==> src/rtl/seq_det_pkg.sv <==
// Shared constants and types for the time-multiplexed 3-bit sequence detector.
package seq_det_pkg;

  localparam int unsigned N_CH_DEF    = 4;
  localparam int unsigned CH_W        = $clog2(N_CH_DEF);
  localparam logic [2:0]  PATTERN_DEF = 3'b100;
  localparam int unsigned CNT_W_DEF   = 8;
  localparam logic [1:0]  FILL_FULL   = 2'd2;

  // Per-channel detector context: two most recent bits (newest in [0]) and bits-seen count.
  typedef struct packed {
    logic [1:0] hist;
    logic [1:0] fill;
  } hist_t;

  function automatic logic [1:0] fill_inc(input logic [1:0] f);
    return (f >= FILL_FULL) ? FILL_FULL : f + 2'd1;
  endfunction

endpackage

==> src/rtl/rr_arbiter.sv <==
// Combinational round-robin arbiter: first requester at or above ptr, wrapping mod N.
module rr_arbiter #(
  parameter int unsigned N = 4,
  parameter int unsigned W = $clog2(N)
) (
  input  logic [N-1:0] req,
  input  logic [W-1:0] ptr,
  output logic [N-1:0] gnt,
  output logic [W-1:0] gnt_idx,
  output logic         gnt_valid
);

  logic [W-1:0] cand;

  always_comb begin
    gnt       = '0;
    gnt_idx   = '0;
    gnt_valid = 1'b0;
    cand      = '0;
    for (int unsigned k = 0; k < N; k++) begin
      cand = W'((32'(ptr) + k) % N);
      if (!gnt_valid && req[cand]) begin
        gnt_valid = 1'b1;
        gnt_idx   = cand;
        gnt[cand] = 1'b1;
      end
    end
  end

endmodule

==> src/rtl/shared_seq_det_sched.sv <==
// One 3-bit pattern detector shared round-robin across N_CH serial channels,
// with per-channel history so each channel behaves as an independent detector.
module shared_seq_det_sched
  import seq_det_pkg::*;
#(
  parameter int unsigned N_CH    = N_CH_DEF,
  parameter logic [2:0]  PATTERN = PATTERN_DEF,
  parameter int unsigned CNT_W   = CNT_W_DEF
) (
  input  logic                    Clk,
  input  logic                    Reset,
  input  logic [N_CH-1:0]         Req,
  input  logic [N_CH-1:0]         X,
  input  logic                    Clear,
  output logic [N_CH-1:0]         Gnt,
  output logic                    Match,
  output logic [$clog2(N_CH)-1:0] Match_ch,
  output logic [CNT_W-1:0]        Match_cnt
);

  localparam int unsigned CH_BITS = $clog2(N_CH);

  logic [CH_BITS-1:0] ptr;
  logic [CH_BITS-1:0] ptr_nxt;
  hist_t              st [N_CH];

  logic [N_CH-1:0]    arb_gnt;
  logic [CH_BITS-1:0] gi;
  logic               arb_valid;
  logic               block;
  logic               consume;
  logic [2:0]         seq;
  logic               hit;
  logic [CNT_W-1:0]   cnt_sat;

  rr_arbiter #(.N(N_CH), .W(CH_BITS)) u_arb (
    .req      (Req),
    .ptr      (ptr),
    .gnt      (arb_gnt),
    .gnt_idx  (gi),
    .gnt_valid(arb_valid)
  );

  // Reset and Clear both suppress the grant so the offered bit stays pending.
  assign block   = Reset | Clear;
  assign Gnt     = block ? '0 : arb_gnt;
  assign consume = arb_valid & ~block;

  always_comb begin
    seq     = {st[gi].hist, X[gi]};
    hit     = consume && (st[gi].fill == FILL_FULL) && (seq == PATTERN);
    ptr_nxt = (gi == CH_BITS'(N_CH - 1)) ? '0 : gi + 1'b1;
    cnt_sat = (Match_cnt == '1) ? Match_cnt : Match_cnt + 1'b1;
  end

  always_ff @(posedge Clk) begin
    if (Reset) begin
      ptr       <= '0;
      for (int unsigned i = 0; i < N_CH; i++) st[i] <= '0;
      Match     <= 1'b0;
      Match_ch  <= '0;
      Match_cnt <= '0;
    end else if (Clear) begin
      for (int unsigned i = 0; i < N_CH; i++) st[i] <= '0;
      Match     <= 1'b0;
      Match_cnt <= '0;
    end else begin
      Match <= hit;
      if (consume) begin
        ptr         <= ptr_nxt;
        st[gi].hist <= {st[gi].hist[0], X[gi]};
        st[gi].fill <= fill_inc(st[gi].fill);
      end
      if (hit) begin
        Match_ch  <= gi;
        Match_cnt <= cnt_sat;
      end
    end
  end

endmodule

==> config.mk <==
export PLATFORM = sky130hd
export DESIGN_NAME = shared_seq_det_sched
export DESIGN_NICKNAME = d
export VERILOG_FILES = /design/src/rtl/seq_det_pkg.sv /design/src/rtl/rr_arbiter.sv /design/src/rtl/shared_seq_det_sched.sv
export SDC_FILE = /design/constraint.sdc
export NUM_CORES = 1
export LEC_CHECK = 0
export ABC_AREA = 0
export ABC_CLOCK_PERIOD_IN_PS = 7800
export CORE_MARGIN = 5
export CORE_UTILIZATION = 58
export DETAILED_ROUTE_END_ITERATION = 8
export GPL_TIMING_DRIVEN = 0
export PLACE_DENSITY = 0.84
export RECOVER_POWER = 50
export SYNTH_ARGS = -nofsm -noshare
export SYNTH_HDL_FRONTEND = slang
export SYNTH_HIERARCHICAL = 1
export SYNTH_SLANG_ARGS = --single-unit
==> constraint.sdc <==
create_clock -name Clk -period 7.8 [get_ports Clk]
set_input_delay 1.17 -clock Clk [delete_from_list [all_inputs] [get_ports Clk]]
set_output_delay 1.17 -clock Clk [all_outputs]
set_load 0.1 [all_outputs]
# After elaboration in Yosys (flattened, before gate mapping)
# Memories as Yosys holds them, arrays and structs flattened.
# Cells that the tools add are included.
# Widths: inputs -> output; s select.
[word_totals] inputBits=11 mem_bits_rw=16 mem_count=1 ff_bits=13 wordCells=103 out_inout_bits=15
[op_classes] n_bitwise=12 n_addsub=6 n_reduce_logical=17 magnitude_cmp=10 n_eq_ne=4 n_mux=49
[mem_list] name="st" words=4 word_bits=4 rd=1 rd_ports_with_merged_regs=0 write_ports=4 line_no="shared_seq_det_sched.sv:25" source="hist_t st [N_CH];"
[ops] op="$mux 4" n=10
[ops] op="$mux 1" n=23
[ops] op="$lt 2x3->1 const B" n=5
[ops] op="$mux 2" n=7
[ops] op="$or 4x4->4" n=3
[ops] op="$bmux 1 s2" n=5
[ops] op="$logic_and 1x1->1" n=9
[ops] op="$add 8x1->8 const B" n=1
[ops] op="$demux 1 s2" n=4
[ops] op="$eq 8x8->1 const B" n=1
[ops] op="$ge 2x1->1 const B" n=4
[ops] op="$add 2x1->2 const B" n=3
[ops] op="$reduce_and 2->1" n=3
[ops] op="$or 1x1->1" n=5
[ops] op="$add 2x2->2 const B" n=2
[ops] op="$eq 2x2->1 const B" n=2
[ops] op="$reduce_or 4->1" n=1
[ops] op="$eq 3x3->1 const B" n=1
[ops] op="$logic_not 1->1" n=3
[ops] op="$not 1->1" n=3
[ops] op="$ge 2x2->1 const B" n=1
[ops] op="$reduce_or 2->1" n=1
[ops] op="$and 1x1->1" n=1

# Longest topological paths before layout
[depth] depth_word=19 depth_mapped=15 depth_no_buf=10

# Hierarchy
# The synthesis kept the hierarchy.
[by_module_without_submodules] mod="shared_seq_det_sched" cells_per_inst=133 instances=1 seq_area_each_um2=740.7 area_each_um2=1524.0
[by_module_without_submodules] mod="rr_arbiter" cells_per_inst=45 instances=1 seq_area_each_um2=0.0 area_each_um2=421.7

# Worst setup path after synthesis
# No wires, ideal clock.
[synth_timing] path_kind="input to output" start="in Req[2]" end="out Gnt[0]" cell_stages=6 n_path_buf=1 slack_ns=3.605 arrival_time_ns=3.025 required_ns=6.630 cell_sequence="mux4_2 -> buf_6 -> nor4b_4 -> a22oi_1 -> o21ai_0 -> and2_1"
[synth_between] elab_chain_cells=13 word_cells_on_any_way=25 classes_between="16 x mux; 3 x bitwise; 6 x reduce/logical"
[synth_rtl] item="from (decl)" line_no="shared_seq_det_sched.sv:12" source="input logic [N_CH-1:0] Req,"
[synth_rtl] item="$bmux 1 s2" line_no="rr_arbiter.sv:22" source="if (!gnt_valid && req[cand]) begin"
[synth_rtl] item="$mux 1 (not written as such)" line_no="rr_arbiter.sv:22"
[synth_rtl] item="$mux 1" line_no="rr_arbiter.sv:22"
[synth_rtl] item="$logic_not 1->1" line_no="rr_arbiter.sv:22"
[synth_rtl] item="$logic_and 1x1->1" line_no="rr_arbiter.sv:22"
[synth_rtl] item="$mux 1" line_no="rr_arbiter.sv:22"
[synth_rtl] item="$logic_not 1->1" line_no="rr_arbiter.sv:22"
[synth_rtl] item="$logic_and 1x1->1" line_no="rr_arbiter.sv:22"
[synth_rtl] item="$mux 1" line_no="rr_arbiter.sv:22"
[synth_rtl] item="$logic_not 1->1" line_no="rr_arbiter.sv:22"
[synth_rtl] item="$logic_and 1x1->1" line_no="rr_arbiter.sv:22"
[synth_rtl] item="$mux 4 (*)" line_no="rr_arbiter.sv:22"
[synth_rtl] item="named net arb_gnt[0]" line_no="shared_seq_det_sched.sv:27" source="logic [N_CH-1:0] arb_gnt;"
[synth_rtl] item="$mux 4 (*)" line_no="shared_seq_det_sched.sv:46" source="assign Gnt = block ? '0 : arb_gnt;"
[synth_rtl] item="to (decl)" line_no="shared_seq_det_sched.sv:15" source="output logic [N_CH-1:0] Gnt,"
# Mark *: on every way through the listed nets, which the timed path passes. The rest lies on a longest branch. The select of a mux whose other input is x is not followed.

# Worst setup path in the final report
[layout_timing] start="in Req[3]" end="out Gnt[2]"
# The elaborated chain is that of the path after synthesis.

==> results.cfg <==
[outcome]
status = completed

[sta]
final.min_clock_period_ns = 6.04
slew_violations = 0
period_share_pct = 77.4
slew-limit-headroom_pct = 32.9
tightest_slew_ns = 1.00
max_freq_mhz = 166
hold_viol_final = 0
fin_ws_ns = 1.76
final.setup_skew_ns = 0.00647
rsz0062_at_grt = false
fin_tns_setup_ns = 0
setup_viol = 0

[drt]
top_layer = met4
dr_wl_met2_um = 2160
wl_met1_um = 1760
drtIter0Drc = 105
wl_met3_um = 183
wirelength_um = 4170
drc = 0
vias = 1552
viasPerCell = 6.04
postRouteAntennaNets = 0
firstDrtPassIters = 4
wl_per_cell_um = 16.2

[clock_network]
cts_made_buffers = 5
clk-insertion-delay-late_ns = 0.32
post_cts_buffers = 0
clk_path_buf_depth = 2
cts_tree = built
hold_buffers = 0
cts.htree.levels = 2
cts_num_sinks = 29
clockRootBuffer = clkbuf_4
clk_pin_slew_worst_paths_ns = 0.09
ctsResizeCount = 0

[worst_setup_path]
arrival_ns = 4.87
cp-startpoint = Req[3]
rr_worst_depth = 12
worstSetupStartpointType = primary input
timing_worst_setup_path_type = in -> out
cp-end-kind = output pin
cpMaxStageDelayCell = clkdlybuf4s50_1
regToRegStartpoint = ptr[1]
worstSetupEndpoint = Gnt[2]
r2r_end = Match_ch[0]
cp_max_fo = 10
max_stage_delay_ns = 1.13
rrSetupSlack_ns = 3.50
cp.required_ns = 6.63
crit_chain = dlygate4sd3_1 > mux4_2 > clkbuf_1 > nor4b_1 > a22oi_1 > o21ai_0 > and2_1 > clkdlybuf4s50_1

[pwr]
swShare_pct = 43.6
p_comb_share_pct = 60.3
power_frac_clock_pct = 11.7
leakagePower_nw = 0.944
vdd_ir_drop_max_mv = 0.213
seqPwrFrac_pct = 28.0
net-switching-power_w = 0.000313
power_density_nw_per_um2 = 315
p_int_w = 0.000405

[layout]
utilization_pct = 69.4
diodes = 0
nets = 231
fin_area_um2 = 2280
ff_latch_area_um2 = 741
layout_common_cells = nor2_1, nand2_1, edfxtp_1
drive_gt1_share_pct = 12.3
syn_to_final_growth_pct = 17.2
fillers = 261
multiInputGateArea_um2 = 1100

[place]
dpl_cell_area_um2 = 2250
place_congestion = 0.926
io_buffers = 25
hpwl_um = 3190
pre_cts_ws_ns = 2.40

[floorplanning]
core_area_um2 = 3280
fp.dieW_um = 67.9
start_util_pct = 59.2
ioPinCount = 26
die_h_um = 67.9
die_area_um2 = 4610
rows = 21

[synth]
ys_types = 42
avgSynthCellArea_um2 = 10.9
async_flop_share_pct = 0
netlist_instances = 178
syn-cell-area_um2 = 1950
ys.flop_type = edfxtp_1
syn-num-nets = 199
synth-edff-count = 16
synth_seq_cells = 29
yosysWarnings = 6
yosysSeqAreaShare_pct = 38.1

[global_route]
grt_pass1_wl_um = 7010
grtUsageTotal_pct = 20.3
grt_max_degree = 11
grt_pass1_vias = 1519
overflow = 0
antenna_found_initial = 0

[min_path]
hold_class = reg -> reg

[run]
cap_viol_max_count = 0
[flip-flops by register name, summed over array words and instances (netlist names)]
register,flops
st,16
ptr,2
Match_ch,2
Match_cnt,8
Match,1
[power by group through the flow]
stage | registers (W) | clock network, W | logic [W]
2_1_floorplan | 0.000205 | 0 | 0.000347
3_3_place_gp | 0.000202 | 0 | 0.000424
3_5_place_dp | 0.000204 | 0 | 0.000440
4_1_cts | 0.000201 | 0.0000875 | 0.000441
5_1_grt | 0.000204 | 0.0000947 | 0.000466
6_report | 0.000201 | 0.0000841 | 0.000433
[worst max-delay path, delay by kind of cell]
| kind | cells | cell delay [ns] |
|---|---|---|
| AOI/OAI and AO/OA | 2 | 0.34 |
| buffers and inverters | 3 | 1.95 |
| muxes | 1 | 0.47 |
| and+or+nand+nor | 2 | 0.92 |
[synthesized netlist by cell type (2+ instances only)]
master,count,share of area (%)
edfxtp_1,16,25
nand2_1,16,3.1
nor2_1,16,3.1
dfxtp_1,13,13
mux2i_1,12,6.2
ha_1,10,6.4
and3_1,9,2.9
a22oi_1,8,3.1
inv_1,6,1.2
and2_1,5,1.6
buf_6,5,2.9
mux4_2,5,5.8
nand2b_1,5,1.6
o21ai_0,5,1.3
and3_2,4,1.5
clkbuf_1,4,0.77
mux4_1,4,5.4
or3_1,4,1.3
a31oi_1,3,0.96
nand4_1,3,0.96
nand3_1,2,0.51
nor2b_1,2,0.64
or2_2,2,0.64
[kinds of logic after synthesis]
family / synth area share (%)
AO/OA/AOI/OAI: 8.68
flip-flops: 38.1
multiplexers: 17.9
AND/OR/NAND/NOR: 24.1
buffers and inverters: 4.82
adder cells (fa/ha/maj): 6.43
[cell type report]
class	count	area share, %
tap	46	2.52
timing repair buffer	25	11.0
clock buffer	8	2.14
sequential	29	32.5
buffer	9	2.80
inverter	6	0.988
multi-input combinational	134	48.1
[through the flow]
step	std cells	total power [W]	hold slack, ns
after floorplan	178	0.000551	0.549
after global placement	249	0.000626	0.463
after detailed placement	249	0.000644	0.480
after CTS	257	0.000729	0.494
after global routing	257	0.000764	0.523
final	257	0.000717	0.493
[worst min-delay path by stage]
stage          depth (start not counted)           to         from
5_1_grt                                2  Match_ch[0]  Match_ch[0]
3_5_place_dp                           2  Match_ch[1]  Match_ch[1]
4_1_cts                                2  Match_ch[1]  Match_ch[1]
2_1_floorplan                          2       ptr[0]       ptr[0]
3_3_place_gp                           2  Match_ch[1]  Match_ch[1]
6_report                               2  Match_ch[1]  Match_ch[1]
[metal layers]
metal  up-vias  track usage (%)
met2        42             34.7
li1        736                -
met3        10             3.94
met5         -                0
met1       764             25.1
met4         0             8.44
Power figures use the tool's default switching activity.
